==> config.mk <==
export PLATFORM = sky130hd
export DESIGN_NAME = slope_trigger_mc
export DESIGN_NICKNAME = d
export VERILOG_FILES = /design/src/rtl/slope_trigger_mc.sv
export SDC_FILE = /design/constraint.sdc
export NUM_CORES = 1
export LEC_CHECK = 0
export ABC_AREA = 1
export CAP_MARGIN = 0
export CORE_MARGIN = 2
export CORE_UTILIZATION = 45
export CTS_CLUSTER_SIZE = 10
export DETAILED_ROUTE_END_ITERATION = 12
export GPL_ROUTABILITY_DRIVEN = 0
export GPL_TIMING_DRIVEN = 0
export SYNTH_ARGS = -nofsm -noshare
export SYNTH_HDL_FRONTEND = slang
export SYNTH_SLANG_ARGS = --single-unit
==> constraint.sdc <==
create_clock -name CLK -period 14.95 [get_ports CLK]
set_clock_uncertainty 0.05 [all_clocks]
set_input_delay 1.495 -clock CLK [delete_from_list [all_inputs] [get_ports CLK]]
set_output_delay 1.495 -clock CLK [all_outputs]
set_load 0.01 [all_outputs]
==> src/rtl/slope_trigger_mc.sv <==
// slope_trigger_mc: multi-channel dV/dt trigger between the ADC capture stage and the AXI-lite register bank
// Optional feature macro: SLOPE_TRIG_AUTO_REARM_EN (automatic re-arm after a MAX_DT-sample holdoff)
// Ports:
//   CLK, RST      clock (rising edge), asynchronous active-low reset
//   MOD_ENABLED   0 = synchronous clear to IDLE
//   ARM           1-cycle pulse: latch config, clear status, restart FILL
//   CH_ENABLED    per-channel trigger enable (latched on ARM)
//   ADC_VALID     one sample per channel on ADC_DATA this cycle
//   ADC_DATA      channel i at [i*ADC_W +: ADC_W], unsigned
//   USER_DV       signed slope threshold, negative treated as 0 (latched on ARM)
//   USER_DT       sample distance, 0 treated as 1 (latched on ARM)
//   EDGE_MODE     bit0 rising, bit1 falling (latched on ARM)
//   TRIGGED       high from trigger until ARM / disable / reset
//   TRIG_EDGE     1 rising, 0 falling
//   TRIG_CH       index of the channel that fired
//   MAX_DV        peak |dv| over enabled channels since ARM
//   BUSY          high in FILL or RUN
module slope_trigger_mc #(
    parameter int NUM_CH = 4,
    parameter int ADC_W  = 12,
    parameter int MAX_DT = 16,
    parameter int DV_W   = 32
) (
    input  logic                        CLK,
    input  logic                        RST,
    input  logic                        MOD_ENABLED,
    input  logic                        ARM,
    input  logic [NUM_CH-1:0]           CH_ENABLED,
    input  logic                        ADC_VALID,
    input  logic [NUM_CH*ADC_W-1:0]     ADC_DATA,
    input  logic [DV_W-1:0]             USER_DV,
    input  logic [$clog2(MAX_DT)-1:0]   USER_DT,
    input  logic [1:0]                  EDGE_MODE,
    output logic                        TRIGGED,
    output logic                        TRIG_EDGE,
    output logic [$clog2(NUM_CH)-1:0]   TRIG_CH,
    output logic [DV_W-1:0]             MAX_DV,
    output logic                        BUSY
);
    localparam int DT_W = $clog2(MAX_DT);
    localparam int CH_W = $clog2(NUM_CH);

    typedef enum logic [1:0] {IDLE, FILL, RUN, TRIGD} state_t;

    state_t                  state, state_nxt;
    logic [DT_W-1:0]         wp, rp, fill_cnt, cfg_dt;
    logic signed [DV_W-1:0]  cfg_dv;
    logic [1:0]              cfg_mode;
    logic [NUM_CH-1:0]       cfg_en;
    logic [ADC_W-1:0]        mem [NUM_CH][MAX_DT];
    logic signed [ADC_W:0]   dv_new [NUM_CH];
    logic signed [ADC_W:0]   dv_r [NUM_CH];
    logic signed [DV_W-1:0]  dv_x [NUM_CH];
    logic signed [DV_W-1:0]  mag [NUM_CH];
    logic [NUM_CH-1:0]       rise, fall;
    logic                    s1_valid, eval, hit, hit_edge;
    logic [CH_W-1:0]         hit_ch;
    logic [DV_W-1:0]         peak;
`ifdef SLOPE_TRIG_AUTO_REARM_EN
    logic [DT_W-1:0]         holdoff_cnt;
    logic                    holdoff_done;
`endif

    // The read address trails the shared write pointer by DT; it is read before this cycle's write lands
    assign rp = wp - cfg_dt;
    // A registered dv is only compared if it was accepted in RUN and we are still in RUN
    assign eval = s1_valid && state == RUN;
    assign TRIGGED = state == TRIGD;
    assign BUSY = state == FILL || state == RUN;

    for (genvar i = 0; i < NUM_CH; i++) begin : g_ch
        assign dv_new[i] = $signed({1'b0, ADC_DATA[i*ADC_W +: ADC_W]}) - $signed({1'b0, mem[i][rp]});
        assign dv_x[i] = DV_W'(dv_r[i]);
        assign mag[i] = dv_x[i][DV_W-1] ? -dv_x[i] : dv_x[i];
        assign rise[i] = cfg_en[i] && cfg_mode[0] && dv_x[i] > cfg_dv;
        assign fall[i] = cfg_en[i] && cfg_mode[1] && dv_x[i] < -cfg_dv;
    end

    // Scan from the top so the lowest qualifying channel is the last one written
    always_comb begin
        hit = 1'b0;
        hit_edge = 1'b0;
        hit_ch = '0;
        peak = '0;
        for (int i = NUM_CH - 1; i >= 0; i--) begin
            if (rise[i] || fall[i]) begin
                hit = 1'b1;
                hit_ch = CH_W'(i);
                hit_edge = rise[i];
            end
            if (cfg_en[i] && $unsigned(mag[i]) > peak) peak = $unsigned(mag[i]);
        end
    end

`ifdef SLOPE_TRIG_AUTO_REARM_EN
    assign holdoff_done = ADC_VALID && holdoff_cnt == DT_W'(MAX_DT - 1);
`endif

    always_comb begin
        state_nxt = state;
        if (!MOD_ENABLED) state_nxt = IDLE;
        else if (ARM) state_nxt = FILL;
        else case (state)
            FILL: if (ADC_VALID && fill_cnt == cfg_dt - DT_W'(1)) state_nxt = RUN;
            RUN: if (eval && hit) state_nxt = TRIGD;
`ifdef SLOPE_TRIG_AUTO_REARM_EN
            TRIGD: if (holdoff_done) state_nxt = FILL;
`endif
            default: ;
        endcase
    end

    always_ff @(posedge CLK or negedge RST) begin
        if (!RST) state <= IDLE;
        else state <= state_nxt;
    end

    // History buffer and first pipeline stage; contents need no reset because FILL rewrites them
    always_ff @(posedge CLK) begin
        if (ADC_VALID) begin
            for (int i = 0; i < NUM_CH; i++) begin
                mem[i][wp] <= ADC_DATA[i*ADC_W +: ADC_W];
                dv_r[i] <= dv_new[i];
            end
        end
    end

    always_ff @(posedge CLK or negedge RST) begin
        if (!RST) begin
            wp <= '0;
            fill_cnt <= '0;
            cfg_dt <= '0;
            cfg_dv <= '0;
            cfg_mode <= '0;
            cfg_en <= '0;
            s1_valid <= 1'b0;
            TRIG_EDGE <= 1'b0;
            TRIG_CH <= '0;
            MAX_DV <= '0;
        end else if (!MOD_ENABLED) begin
            wp <= '0;
            fill_cnt <= '0;
            s1_valid <= 1'b0;
            TRIG_EDGE <= 1'b0;
            TRIG_CH <= '0;
            MAX_DV <= '0;
        end else begin
            wp <= wp + DT_W'(ADC_VALID);
            s1_valid <= ADC_VALID && state == RUN && !ARM;
            fill_cnt <= (ARM || state != FILL) ? '0 : fill_cnt + DT_W'(ADC_VALID);
            if (ARM) begin
                cfg_dt <= (USER_DT == '0) ? DT_W'(1) : USER_DT;
                cfg_dv <= USER_DV[DV_W-1] ? '0 : $signed(USER_DV);
                cfg_mode <= EDGE_MODE;
                cfg_en <= CH_ENABLED;
                TRIG_EDGE <= 1'b0;
                TRIG_CH <= '0;
                MAX_DV <= '0;
            end else if (eval) begin
                if (peak > MAX_DV) MAX_DV <= peak;
                if (hit) begin
                    TRIG_CH <= hit_ch;
                    TRIG_EDGE <= hit_edge;
                end
            end
        end
    end

`ifdef SLOPE_TRIG_AUTO_REARM_EN
    // Counts samples seen while triggered; MAX_DV is deliberately left accumulating across re-arms
    always_ff @(posedge CLK or negedge RST) begin
        if (!RST) holdoff_cnt <= '0;
        else holdoff_cnt <= (!MOD_ENABLED || ARM || state != TRIGD) ? '0 : holdoff_cnt + DT_W'(ADC_VALID);
    end
`endif

endmodule
==> results of run 1 <==
power by group:
group          leakage (nW)  internal [W]  switching, W
sequential             8.60       0.00295      0.000227
combinational          12.5       0.00129       0.00237
clock                  1.46       0.00134      0.000985
per-stage QoR:
| stage | utilization [%] | hold WS, ns | power, W | setup WS [ns] |
|---|---|---|---|---|
| final | 52.3 | 0.439 | 0.00916 | 4.54 |
| after global routing | 52.3 | 0.463 | 0.00974 | 3.15 |
| after CTS | 52.3 | 0.441 | 0.00916 | 4.53 |
| after detailed placement | 49.5 | 0.427 | 0.00684 | 4.61 |
| after global placement | 48.5 | 0.419 | 0.00671 | 2.77 |
| after floorplan | - | 0.443 | 0.00551 | 6.48 |
worst max path at each step:
stage | startpoint | end | slack [ns] | depth (start not counted)
3_5_place_dp | dv_r[3][12] | MAX_DV[26] | 4.61 | 61
4_1_cts | dv_r[3][12] | MAX_DV[21] | 4.53 | 58
5_1_grt | dv_r[3][12] | MAX_DV[26] | 3.15 | 62
6_report | dv_r[3][12] | MAX_DV[21] | 4.54 | 61
2_1_floorplan | dv_r[3][12] | MAX_DV[21] | 6.48 | 60
3_3_place_gp | ADC_VALID | mem[1][18] | 2.77 | 3
layer usage:
layer	track usage, %	vias up	part of all wire, %
li1	-	16616	-
met1	31.8	16532	42
met2	41.1	1082	48
met3	4.26	228	6.5
met4	8.57	10	3.5
met5	0	-	0.038
synthesized netlist by cell type (6+ instances only):
| master | instances |
|---|---|
| a21o_1 | 6 |
| a21oi_1 | 462 |
| a31oi_1 | 55 |
| and2_1 | 31 |
| buf_1 | 17 |
| buf_2 | 34 |
| clkbuf_1 | 112 |
| dfrtp_1 | 86 |
| edfxtp_1 | 820 |
| ha_1 | 432 |
| inv_1 | 465 |
| mux2i_1 | 192 |
| nand2_1 | 545 |
| nand3_1 | 160 |
| nand4_1 | 45 |
| nor2_1 | 151 |
| nor2_2 | 6 |
| nor3_1 | 38 |
| nor4_1 | 19 |
| o211ai_1 | 100 |
| o21a_1 | 21 |
| o21ai_0 | 402 |
| o21bai_1 | 10 |
| o221ai_1 | 8 |
| or2_2 | 22 |
| xnor2_1 | 24 |
| xor2_1 | 88 |
layout make-up:
| type | instances | share of cell area, % |
|---|---|---|
| antenna | 2 | 0.00896 |
| buffer | 164 | 1.18 |
| clock buffer | 135 | 5.03 |
| clock inverter | 12 | 0.340 |
| inverter | 471 | 3.16 |
| multi-input combinational | 3005 | 35.1 |
| sequential | 906 | 47.9 |
| tap | 1403 | 3.14 |
| timing repair buffer | 194 | 4.08 |
kinds of logic after synthesis:
kind of cell    count (synthesis)  synth area share, %
other cells                     2               0.0156
flops                         906                 55.5
xor+xnor                      112                 2.03
compound gates               1094                 12.5
buf+inv                       635                 5.04
fa+ha+maj                     437                 11.4
mux                           192                 3.98
simple gates                 1044                 9.57
worst max-delay path: cells and delay by family (launching register included):
family,cells,cell delay (ns)
xor gates and xnor gates,1,0.25
AOI/OAI and AO/OA,13,1.81
and+or+nand+nor,33,3.80
buffers and inverters,10,2.23
adders and majority gates,4,1.07
DFF,1,0.99
state kept, by name (all words and copies together) (netlist names):
name and flops:
mem 768, cfg_en 4, cfg_mode 2, TRIG_CH 2
s1_valid 1, MAX_DV 31, wp 4, state 2
fill_cnt 4, cfg_dt 4, dv_r 52, cfg_dv 31
TRIG_EDGE 1
==> metrics.csv, run 1 <==
metric,value,unit
Final Instance Area,55900,sq um
number of I/O pins,132,
CTS tree,yes,
layout cells sized above 1,5.79,%
Port Buffer Count,131,
Vias,34468,
number of flops mapped to enable cells by yosys,820,
HP Start,TRIG_CH[1],
period utilization,69.6,%
"critical path fanouts, max",21,
Synth top area share,51.0,%
largest area contributor in the netlist,edfxtp_1,
largest net degree at the start of global routing,66,
Setup CP Type,reg -> reg,
Die Span Y,331,um
CTS Buf Count,105,
drt drc,0,
Final Hold Vio Count,0,
NumNets Final,5379,
Worst Max-Slew Pin Slew,1.54,ns
setup TNS,0,ns
clock slew at reported path FFs,0.06,ns
most numerous cell on the critical path,nand2_1,
CP required,15.41,ns
DP Wirelength,102000,um
Hold Path Class,reg -> reg,
starting density of the core,45.2,%
row count,120,
first-pass GRT wire length,203000,um
area of the multi-input gates,19600,sq um
die footprint,110000,sq um
"most common cell after layout, fill and taps aside",edfxtp_1,
synthesized flop and latch total,906,
worst skew pair latency,0.70,ns
Num Clock Sinks,906,
r2r worst-path depth,61,
CTS max path bufs,3,
drt first pass iters,6,
WHS Path Cells,2,
number of gates resized after CTS,0,
final worst path period need,10.41,ns
Die W,331,um
final WL,136000,um
Antenna Violating Nets Remaining,0,
Worst Path Arrival,10.87,ns
CTS root buffer,clkbuf_16,
Layout Cells excl Fill,6292,
Slew headroom,-3.00,%
static leakage,22.6,nW
routed len/inst,21.5,um
CP startpoint kind,register,
Via density,5.48,
grt total ovfl,0,
number of global-route vias before repair,33219,
hold_buf cts,0,
Worst IR Drop VDD,0.109,mV
Global Route Usage Sum,24.4,%
async set-reset flop share out of synthesis,9.49,%
RSZ-0062 raised after global routing,no,
DP Cell Count,6143,
failing checks,"capacitance limit, slew limit",
ys flop type,edfxtp_1,
synthesis warning total,0,
synthesized instance count,4422,
R2R Path Start,dv_r[3][12],
outcome,"finished, violations left",
fin. max-slew vios,9,
P per Cell Area,164,nW/um^2
Layout Area Growth over Synthesis,15.8,%
final-report setup violation count,0,
initial drt markers,2823,
sequential area share after synthesis,55.5,%
MaxCap Viol Count,1,
most frequent cells in the layout,"edfxtp_1, nand2_1, inv_1",
Fillers,9424,
CP peak stage delay,0.99,ns
Mean Syn Cell Area,10.9,sq um
"slowest stage cell, crit path",edfxtp_1,
nature of the critical path endpoint,register,
"Cell Area, Placed",52900,sq um
fmax,96.0,MHz
setup repair bufs after CTS,0,
core area,107000,sq um
H-tree depth,3,
WHS Endpoint,TRIG_CH[1],
Reg area,26800,sq um
worst reg2reg endpoint,MAX_DV[21],
synth top area cells,"edfxtp_1, ha_1, a21oi_1, dfrtp_1, nand2_1",
Netlist Area Pre-Place,48300,sq um
R2R Setup Slk,4.54,ns
initial antenna violation count,9,
"Distinct cells, synth",57,
Power figures use the tool's default switching activity.
==> run 2: changes to the inputs <==
==> constraint.sdc (replaced) <==
create_clock -name CLK -period 10.6 [get_ports CLK]
set_clock_uncertainty 0.05 [all_clocks]
set_input_delay 1.06 -clock CLK [delete_from_list [all_inputs] [get_ports CLK]]
set_output_delay 1.06 -clock CLK [all_outputs]
set_load 0.01 [all_outputs]
==> run 2 against run 1 <==
  * The flow still finishes with violations (capacitance limit, slew limit)
  * Clock-buffer cell count stayed put
  * Non-clock buffer count is 2 higher
  * Sequential share of layout area hardly changed
  * Combinational power is 42% higher
  * Largest cell class unchanged
  * Highest routed layer unchanged
==> metrics.csv, run 2 (synthesis results as in run 1) <==
metric,value,unit,change
outcome,"finished, violations left",,unchanged
failing checks,"capacitance limit, slew limit",,unchanged
routed len/inst,21.6,um,was 21.5 um
"most common cell after layout, fill and taps aside",edfxtp_1,,unchanged
WL met2,65100,um,was 65000 um
CTS Buf Count,105,,unchanged
Final Hold Vio Count,0,,unchanged
Tot Pwr,0.0129,W,was 0.00916 W
clock slew at reported path FFs,0.06,ns,about the same
Port Buffer Count,131,,unchanged
number of I/O pins,132,,unchanged
Top reg by flops,mem,,unchanged
Die Span Y,331,um,unchanged
static leakage,22.6,nW,about the same
CP required,11.12,ns,was 15.41 ns
initial antenna violation count,9,,unchanged
hold_buf cts,0,,unchanged
Via density,5.48,,about the same
core area,107000,sq um,unchanged
"slowest stage cell, crit path",edfxtp_1,,unchanged
worst setup margin,1.20,ns,was 4.54 ns
crit path to,MAX_DV[2],,was MAX_DV[21]
max reg flops,768,,unchanged
die footprint,110000,sq um,unchanged
Fillers,9417,,was 9424
Setup WS pre-CTS,0.262,ns,was 4.61 ns
Final Instance Area,55900,sq um,about the same
Vias,34510,,was 34468
Global Route Usage Sum,24.4,%,unchanged
P per Cell Area,231,nW/um^2,was 164 nW/um^2
Worst Max-Slew Pin Slew,1.51,ns,was 1.54 ns
DP Wirelength,102000,um,unchanged
RSZ-0062 raised after global routing,no,,unchanged
CTS root buffer,clkbuf_16,,unchanged
highest metal used,met5,,unchanged
Worst IR Drop VDD,0.157,mV,was 0.109 mV
met3 WL post-DR,8660,um,was 8830 um
CP peak stage delay,0.53,ns,was 0.99 ns
biggest regs,"mem x768, dv_r x52",,unchanged
Setup CP Type,reg -> reg,,unchanged
Layout Area Growth over Synthesis,15.9,%,was 15.8%
final WL,136000,um,about the same
Met1 Routed Length,57200,um,was 57000 um
Worst Setup SP,dv_r[3][0],,was dv_r[3][12]
first-pass GRT wire length,203000,um,unchanged
most numerous cell on the critical path,nand2_1,,unchanged
R2R Path Start,dv_r[3][0],,was dv_r[3][12]
initial drt markers,2734,,was 2823
hold_ws,0.252,ns,was 0.439 ns
worst skew pair latency,0.70,ns,about the same
drt first pass iters,6,,unchanged
grt total ovfl,0,,unchanged
Num Clock Sinks,906,,unchanged
final worst path period need,9.40,ns,was 10.41 ns
"Cell Area, Placed",52900,sq um,unchanged
Die W,331,um,unchanged
Antenna Violating Nets Remaining,0,,unchanged
final-report setup violation count,0,,unchanged
CTS max path bufs,3,,unchanged
H-tree depth,3,,unchanged
MaxCap Viol Count,1,,unchanged
r2r worst-path depth,62,,was 61
largest net degree at the start of global routing,66,,unchanged
setup TNS,0,ns,unchanged
CP startpoint kind,register,,unchanged
fmax,106,MHz,was 96.0 MHz
number of global-route vias before repair,33219,,unchanged
row count,120,,unchanged
most frequent cells in the layout,"edfxtp_1, nand2_1, inv_1",,unchanged
drt drc,0,,unchanged
layout cells sized above 1,6.01,%,was 5.79%
CTS tree,yes,,unchanged
nature of the critical path endpoint,register,,unchanged
worst reg2reg endpoint,MAX_DV[2],,was MAX_DV[21]
Reg area,26800,sq um,unchanged
area of the multi-input gates,19600,sq um,about the same
period utilization,88.7,%,was 69.6%
Hold Path Class,in -> async,,was reg -> reg
R2R Setup Slk,1.20,ns,was 4.54 ns
"critical path fanouts, max",10,,was 21
Slew headroom,-0.711,%,was -3.00%
starting density of the core,45.2,%,unchanged
fin. max-slew vios,9,,unchanged
Worst Path Arrival,9.93,ns,was 10.87 ns
NumNets Final,5381,,was 5379
==> run 2: cell types whose count changed in the layout (fill, tap and decap cells not counted), sizes merged <==
| cell | change |
|---|---|
| diode | +1 |
| clkinv | -1 |
| clkinvlp | +1 |
| buf | +2 |
==> run 2: metal layers <==
layer / global-route usage [%] / vias up
li1: - / 16634
met3: 4.26 / 231
met1: 31.8 / 16562
met4: 8.57 / 10
met2: 41.1 / 1073
met5: 0 / -
==> run 2: worst min-delay path by stage <==
| stage | to | cells past startpoint |
|---|---|---|
| 6_report | cfg_dv[25] | 1 |
| 5_1_grt | cfg_dv[20] | 1 |
| 4_1_cts | cfg_dv[22] | 1 |
| 3_5_place_dp | TRIG_CH[1] | 2 |
| 3_3_place_gp | TRIG_CH[1] | 2 |
| 2_1_floorplan | cfg_dt[2] | 2 |
==> run 2: area by class of cell <==
cell class | instances | share of cell area, %
inverters | 471 | 3.17
multi-input cells | 3005 | 35.1
repair buffers | 196 | 4.11
clock buffers | 135 | 5.03
clock inverters | 12 | 0.340
well taps | 1403 | 3.14
diodes | 3 | 0.0134
flip-flops and latches | 906 | 47.9
plain buffers | 164 | 1.20
==> run 2: what timing repair did <==
| action | CTS | global route |
|---|---|---|
| resized for setup | 0 | 16 |
| setup endpoints to repair | 0 | 31 |
| buffers inserted | 0 | 2 |
==> run 2: critical path: cells and delay by family, from the launching register on <==
kind                       cells  cell delay [ns]
adders and majority gates      5             1.33
buffers and inverters          7             1.73
DFF                            1             0.53
xor gates and xnor gates       1             0.21
AOI/OAI and AO/OA             13             1.86
and+or+nand+nor               36             3.54
==> run 2: stage by stage <==
stage	util, %	instances
4_1_cts	52.3	6290
5_1_grt	52.4	6293
3_5_place_dp	49.5	6143
2_1_floorplan	-	4546
6_report	52.4	6295
3_3_place_gp	48.5	6080
==> run 2: where the power goes <==
group          switching (W)  internal [W]  total [W]
logic                0.00336       0.00183    0.00519
registers           0.000310       0.00416    0.00447
clock network        0.00139       0.00188    0.00328
total                0.00506       0.00788     0.0129
